<file path="src/rtl/pong_pkg.sv">
// Shared pong definitions: screen row limits and the paddle state encoding.
// Ball, pixel and paddle logic all import this so that the playfield
// geometry and the state encoding stay the same everywhere.
package pong_pkg;

    // Playfield row limits, shared with the ball and pixel logic
    localparam int PONG_SCREEN_TOP = 0;
    localparam int PONG_SCREEN_BOT = 479;

    // Paddle motion state; the unused code 2'b11 falls back to IDLE
    typedef enum logic [1:0] {
        IDLE = 2'b00,
        UP   = 2'b01,
        DN   = 2'b10
    } paddle_state_t;

endpackage

</file>
<file path="src/rtl/paddle_vel_ramp.sv">
// Paddle velocity ramp: holds the current speed and the frame counter that
// paces acceleration.
// Ports:
//   clk, reset : clock and synchronous active-high reset
//   clear      : direction changed; restart from V_MIN
//   step       : a moving frame happened; advance the ramp
//   clamp      : the move hit a wall; restart from V_MIN (wins over step)
//   vel        : current speed in rows per frame
module paddle_vel_ramp
    import pong_pkg::*;
#(
    parameter int Y_W        = 10,
    parameter int V_MIN      = 2,
    parameter int V_MAX      = 8,
    parameter int ACC_FRAMES = 4
) (
    input  logic           clk,
    input  logic           reset,
    input  logic           clear,
    input  logic           step,
    input  logic           clamp,
    output logic [Y_W-1:0] vel
);

    localparam int ACC_W = (ACC_FRAMES > 1) ? $clog2(ACC_FRAMES) : 1;

    logic [Y_W-1:0]   vel_r;
    logic [ACC_W-1:0] acc_cnt_r;

    // Speed and acceleration counter; restart wins over advancing
    always_ff @(posedge clk) begin
        if (reset || clear || clamp) begin
            vel_r     <= Y_W'(V_MIN);
            acc_cnt_r <= {ACC_W{1'b0}};
        end else if (step) begin
            if (acc_cnt_r == ACC_W'(ACC_FRAMES - 1)) begin
                acc_cnt_r <= {ACC_W{1'b0}};
                if (vel_r >= Y_W'(V_MAX)) begin
                    vel_r <= vel_r;
                end else begin
                    vel_r <= vel_r + Y_W'(1);
                end
            end else begin
                acc_cnt_r <= acc_cnt_r + ACC_W'(1);
            end
        end else begin
            vel_r     <= vel_r;
            acc_cnt_r <= acc_cnt_r;
        end
    end

    assign vel = vel_r;

endmodule

</file>
<file path="src/rtl/paddle_ctrl.sv">
// Pong paddle controller: moves one paddle vertically once per frame with an
// accelerating speed ramp, clamped to the playfield.
// Ports:
//   clk, reset     : clock and synchronous active-high reset
//   btn_up, btn_dn : debounced button levels
//   frame_tick     : one-cycle pulse per video frame
//   paddle_top/bot : current top row and bottom row (top + PAD_H - 1)
//   moving         : a direction is currently latched
//   at_limit       : paddle pinned against the wall it is being pushed into
module paddle_ctrl
    import pong_pkg::*;
#(
    parameter int Y_W        = 10,
    parameter int SCREEN_TOP = PONG_SCREEN_TOP,
    parameter int SCREEN_BOT = PONG_SCREEN_BOT,
    parameter int PAD_H      = 72,
    parameter int Y_INIT     = 204,
    parameter int V_MIN      = 2,
    parameter int V_MAX      = 8,
    parameter int ACC_FRAMES = 4
) (
    input  logic           clk,
    input  logic           reset,
    input  logic           btn_up,
    input  logic           btn_dn,
    input  logic           frame_tick,
    output logic [Y_W-1:0] paddle_top,
    output logic [Y_W-1:0] paddle_bot,
    output logic           moving,
    output logic           at_limit
);

    localparam int YW1 = Y_W + 1;
    // Extended-width limits so wall arithmetic never wraps
    localparam logic [Y_W:0] TOP_LIM = YW1'(SCREEN_TOP);
    localparam logic [Y_W:0] BOT_LIM = YW1'(SCREEN_BOT - PAD_H + 1);

    paddle_state_t  state_r;
    paddle_state_t  state_nxt_s;
    logic [Y_W-1:0] paddle_top_r;
    logic [Y_W-1:0] top_nxt_s;
    logic [Y_W-1:0] vel_s;
    logic [Y_W:0]   top_ext_s;
    logic [Y_W:0]   vel_ext_s;
    logic [Y_W:0]   up_raw_s;
    logic [Y_W:0]   dn_raw_s;
    logic           up_only_s;
    logic           dn_only_s;
    logic           move_up_s;
    logic           move_dn_s;
    logic           move_s;
    logic           clamp_s;
    logic           state_chg_s;

    assign up_only_s = btn_up & ~btn_dn;
    assign dn_only_s = btn_dn & ~btn_up;

    // Direction state decode, evaluated every clock
    always_comb begin
        state_nxt_s = state_r;
        case (state_r)
            IDLE: begin
                if (up_only_s)      state_nxt_s = UP;
                else if (dn_only_s) state_nxt_s = DN;
                else                state_nxt_s = IDLE;
            end
            UP: begin
                if (dn_only_s)      state_nxt_s = DN;
                else if (up_only_s) state_nxt_s = UP;
                else                state_nxt_s = IDLE;
            end
            DN: begin
                if (up_only_s)      state_nxt_s = UP;
                else if (dn_only_s) state_nxt_s = DN;
                else                state_nxt_s = IDLE;
            end
            default: state_nxt_s = IDLE;
        endcase
    end

    assign state_chg_s = (state_nxt_s != state_r);

    // Motion needs the latched direction to still be held at the tick, so a
    // press or release on the tick cycle itself moves nothing
    assign move_up_s = frame_tick & (state_r == UP) & up_only_s;
    assign move_dn_s = frame_tick & (state_r == DN) & dn_only_s;
    assign move_s    = move_up_s | move_dn_s;

    // Candidate position and clamp detection using the current speed
    always_comb begin
        top_ext_s = {1'b0, paddle_top_r};
        vel_ext_s = {1'b0, vel_s};
        up_raw_s  = top_ext_s - vel_ext_s;
        dn_raw_s  = top_ext_s + vel_ext_s;
        top_nxt_s = paddle_top_r;
        clamp_s   = 1'b0;
        if (move_up_s) begin
            // Compared as top < vel + limit so a too-large step cannot wrap
            if (top_ext_s < (vel_ext_s + TOP_LIM)) begin
                top_nxt_s = TOP_LIM[Y_W-1:0];
                clamp_s   = 1'b1;
            end else begin
                top_nxt_s = up_raw_s[Y_W-1:0];
                clamp_s   = 1'b0;
            end
        end else if (move_dn_s) begin
            if (dn_raw_s > BOT_LIM) begin
                top_nxt_s = BOT_LIM[Y_W-1:0];
                clamp_s   = 1'b1;
            end else begin
                top_nxt_s = dn_raw_s[Y_W-1:0];
                clamp_s   = 1'b0;
            end
        end else begin
            top_nxt_s = paddle_top_r;
            clamp_s   = 1'b0;
        end
    end

    // State and position registers
    always_ff @(posedge clk) begin
        if (reset) begin
            state_r      <= IDLE;
            paddle_top_r <= Y_W'(Y_INIT);
        end else begin
            state_r      <= state_nxt_s;
            paddle_top_r <= top_nxt_s;
        end
    end

    paddle_vel_ramp #(
        .Y_W        (Y_W),
        .V_MIN      (V_MIN),
        .V_MAX      (V_MAX),
        .ACC_FRAMES (ACC_FRAMES)
    ) u_ramp (
        .clk   (clk),
        .reset (reset),
        .clear (state_chg_s),
        .step  (move_s),
        .clamp (move_s & clamp_s),
        .vel   (vel_s)
    );

    assign paddle_top = paddle_top_r;
    assign paddle_bot = paddle_top_r + Y_W'(PAD_H - 1);
    assign moving     = (state_r != IDLE);
    assign at_limit   = ((state_r == UP) && (paddle_top_r == TOP_LIM[Y_W-1:0])) ||
                        ((state_r == DN) && (paddle_top_r == BOT_LIM[Y_W-1:0]));

endmodule

</file>
<file path="config.mk">
export PLATFORM = sky130hd
export DESIGN_NAME = paddle_ctrl
export DESIGN_NICKNAME = d
export VERILOG_FILES = /design/src/rtl/pong_pkg.sv /design/src/rtl/paddle_vel_ramp.sv /design/src/rtl/paddle_ctrl.sv
export SDC_FILE = /design/constraint.sdc
export NUM_CORES = 1
export LEC_CHECK = 0
export ABC_AREA = 1
export CORE_ASPECT_RATIO = 1.5
export CORE_MARGIN = 5
export CORE_UTILIZATION = 55
export CTS_BUF_LIST = sky130_fd_sc_hd__clkbuf_8 sky130_fd_sc_hd__clkbuf_16
export DETAILED_ROUTE_END_ITERATION = 10
export GPL_ROUTABILITY_DRIVEN = 0
export HOLD_SLACK_MARGIN = 0.05
export PLACE_DENSITY = 0.78
export SETUP_SLACK_MARGIN = 0.15
export SLEW_MARGIN = 20
export SYNTH_ARGS = -nofsm -noshare
export SYNTH_HDL_FRONTEND = slang
export SYNTH_SLANG_ARGS = --single-unit
</file>
<file path="constraint.sdc">
create_clock -name clk -period 5 [get_ports clk]
set_input_delay 1.25 -clock clk [delete_from_list [all_inputs] [get_ports clk]]
set_output_delay 1.25 -clock clk [all_outputs]
set_load 0.005 [all_outputs]
</file>
==> reports/qor.yml <==
synthSimpleGateAreaFrac_pct: 32.4
grt_usage_pct: 22.9
placedInstanceArea_um2: 2630
synth_compound_area_share_pct: 13.9
finalMaxSlewViolations: 0
seq_area_frac_synth_pct: 20.5
cts_tree: "done"
io_buffers: 26
synth-xor-area-share_pct: 6.35
seq_power_share_pct: 55.1
hold_buffers_post_cts: 0
fin_area_um2: 2670
clk_latency_ps: 270
rsz_0062_raised_after_global_routing: "no"
cts_clock_pin_slew_for_the_worst_setup_and_hold_paths_ps: 80
final_min_period_over_clock_period_pct: 69.7
synth-async-reset-ratio_pct: 0
status: "complete, no violations"
initial_utilization_pct: 56.2
chipHeight_um: 90.0
hold_path.class: "reg -> reg"
main_combinational_cell_family_by_area_after_synthesis: "simple AND/OR/NAND/NOR gates"
die_w_um: 63.3
grt_max_degree: 13
synth.top_cell.area_share_pct: 20.5
maxCapViolations: 0
setup.worst_path.class: "reg -> out"
cell_internal_pwr_w: 0.000265
max_slew.worst_pin.slew_ps: 607
syn_avg_cell_area_um2: 6.52
numCtsBuffers: 3
ff2ff_path_depth: 15
switching_power_w: 0.0000889
drive_above_1_share_pct: 8.62
postSynth.topFlopCell: "sky130_fd_sc_hd__dfxtp_1"
tritoncts_num_sinks: 24
number_of_setup_violations_in_the_final_report: 0
routed_wirelength_um: 6510
netlist_area_um2: 2350
final_antenna_net_count: 0
max_freq_mhz: 287
cts_root_buf: "sky130_fd_sc_hd__clkbuf_8"
die_area_um2: 5700
layout-area-overhead-vs-synth_pct: 13.7
core_um2: 4170
synth_seq_cells: 24
placementRows: 29
cts-htree-levels: 1
yosys.cell_types.count: 37
cp.required_ps: 3750
detailed_place_hpwl_um: 5180
power.clock.fraction_pct: 32.0
fin_crit_ps: 3480
vias: 2419
post_layout_nonfiller_instances: 429
slew_headroom_pct: 59.1
start_kind: "register"
remaining_global_route_overflow: 0
cts_repair_resize_count: 0
clock_path_buffers: 2
cellPowerDensity_nw_per_um2: 133
synth_enable_flop_cells: 0
nFillCells: 405
drt_drc_violations_left: 0
comb_power_share_pct: 12.9
switching_share_pct: 25.1
wl_per_cell_um: 15.2
firstDrtPassIters: 5
netlist.top_cell.by_area: "sky130_fd_sc_hd__dfxtp_1"
avg_vias_per_cell: 5.64
syn_nets: 392
tns_ps: 0
post-place-cells: 426
timing.critical_path.arrival_ps: 2230
static_leakage_nw: 1.24
dr.first_iter.drc_count: 167
final_setup_skew_ps: 6.59
hold_depth: 2
power.ir.vdd_worst_mv: 0.172
num_io_pins: 27
worst-path-max-fanout: 6
synthTopCellsByArea: "sky130_fd_sc_hd__dfxtp_1, sky130_fd_sc_hd__ha_1, sky130_fd_sc_hd__nand2_1"
post_synth_mux_area_share_pct: 0
grt_first_pass_wirelength_um: 10700
syn-instance-count: 360
via_count_of_the_first_global_routing_pass: 2353
yosysWarnings: 0
report.final.hold_viol_count: 0
antenna_found_initial: 0
design.final.nets: 417
yosys.area_share.adder_pct: 15.0
post-cts-setup-buffers: 0
insertedDiodeCount: 0
crit_path_end_kind: "primary output"
## cells in the mapped netlist, types with 2 or more instances
| master | number |
|---|---|
| sky130_fd_sc_hd__or2_2 | 2 |
| sky130_fd_sc_hd__o21bai_1 | 4 |
| sky130_fd_sc_hd__o21ai_0 | 17 |
| sky130_fd_sc_hd__a21oi_1 | 21 |
| sky130_fd_sc_hd__nor3_1 | 9 |
| sky130_fd_sc_hd__a31oi_1 | 2 |
| sky130_fd_sc_hd__o22ai_1 | 3 |
| sky130_fd_sc_hd__a21oi_2 | 3 |
| sky130_fd_sc_hd__nor2_1 | 17 |
| sky130_fd_sc_hd__o211ai_1 | 2 |
| sky130_fd_sc_hd__inv_1 | 57 |
| sky130_fd_sc_hd__buf_2 | 2 |
| sky130_fd_sc_hd__ha_1 | 25 |
| sky130_fd_sc_hd__nand4_1 | 7 |
| sky130_fd_sc_hd__nor2_2 | 11 |
| sky130_fd_sc_hd__fa_1 | 2 |
| sky130_fd_sc_hd__nand3_1 | 33 |
| sky130_fd_sc_hd__nand2_1 | 76 |
| sky130_fd_sc_hd__xor2_1 | 16 |
| sky130_fd_sc_hd__inv_2 | 5 |
| sky130_fd_sc_hd__dfxtp_1 | 24 |
| sky130_fd_sc_hd__nand2_2 | 7 |
## per-stage QoR
step                      hold WS (ps)  worst slack [ps]  power (W)  util, %
after global routing               527              1350   0.000371     63.9
after detailed placement           485              1750   0.000245     62.9
after global placement             481              1830   0.000245     62.9
after CTS                          500              1510   0.000358     63.9
after floorplan                    445              2450   0.000228        -
final                              497              1520   0.000354     63.9
## worst paths after layout
path | startpoint | endpoint | slack, ps
setup / recovery | paddle_top[1] | paddle_bot[8] | 1520
hold reg to reg | u_ramp.vel[4] | u_ramp.vel[4] | 500
hold / removal | u_ramp.vel[4] | u_ramp.vel[4] | 500
setup reg to reg | u_ramp.vel[2] | u_ramp.acc_cnt_r[1] | 2400
## state kept, by name, summed over array words and instances (netlist names)
register	cells
paddle_top	10
state_r	2
u_ramp.acc_cnt_r	2
u_ramp.vel	10
## per-layer routing
layer  part of all wire, %  up-vias  track usage (%)
li1                      -     1209                -
met1                    39     1095             26.3
met2                    51       91             39.7
met3                   4.5       24             2.49
met4                   5.2        0             13.2
met5                     0        -                0
## final cells by class
type	count	area, µm²	area share, %
well taps	46	57.6	2.16
inverters	64	241	9.05
flip-flops and latches	24	480	18.0
repair buffers	26	260	9.76
multi-input cells	266	1590	59.5
clock buffers	3	41.3	1.55
## critical path: stages (launching register included)
cell                              delay (ps)
sky130_fd_sc_hd__dfxtp_1                 490
sky130_fd_sc_hd__inv_1                   170
sky130_fd_sc_hd__ha_1                    240
sky130_fd_sc_hd__nand2_1                  90
sky130_fd_sc_hd__nand3_1                 120
sky130_fd_sc_hd__a21oi_1                 190
sky130_fd_sc_hd__xor2_1                  160
sky130_fd_sc_hd__clkdlybuf4s50_1         520
## cell usage in the layout, fill, tap and decap left out, drive strengths merged, types with 2 or more instances in the layout
cell	instances
clkbuf	3
o21bai	4
clkdlybuf4s50	26
clkinv	2
dfxtp	24
nand3	33
inv	62
nand4	7
o22ai	3
o211ai	2
nor3	9
xor2	16
ha	25
nor2	29
o21ai	17
fa	2
a31oi	2
a21oi	24
nand2	83
or2	2
## logic make-up after synthesis
kind of cell | after synthesis
xor+xnor | 17
compound gates | 56
buf+inv | 70
flops | 24
fa+ha+maj | 27
simple gates | 166
## power by group through the flow
stage | sequential [W] | clock, W | combinational [W]
after floorplan | 0.000199 | 0 | 0.0000289
after global placement | 0.000200 | 0 | 0.0000448
after detailed placement | 0.000200 | 0 | 0.0000450
after CTS | 0.000195 | 0.000117 | 0.0000456
after global routing | 0.000196 | 0.000125 | 0.0000501
final | 0.000195 | 0.000113 | 0.0000456
Note: power is estimated with default switching activity, not from simulation.
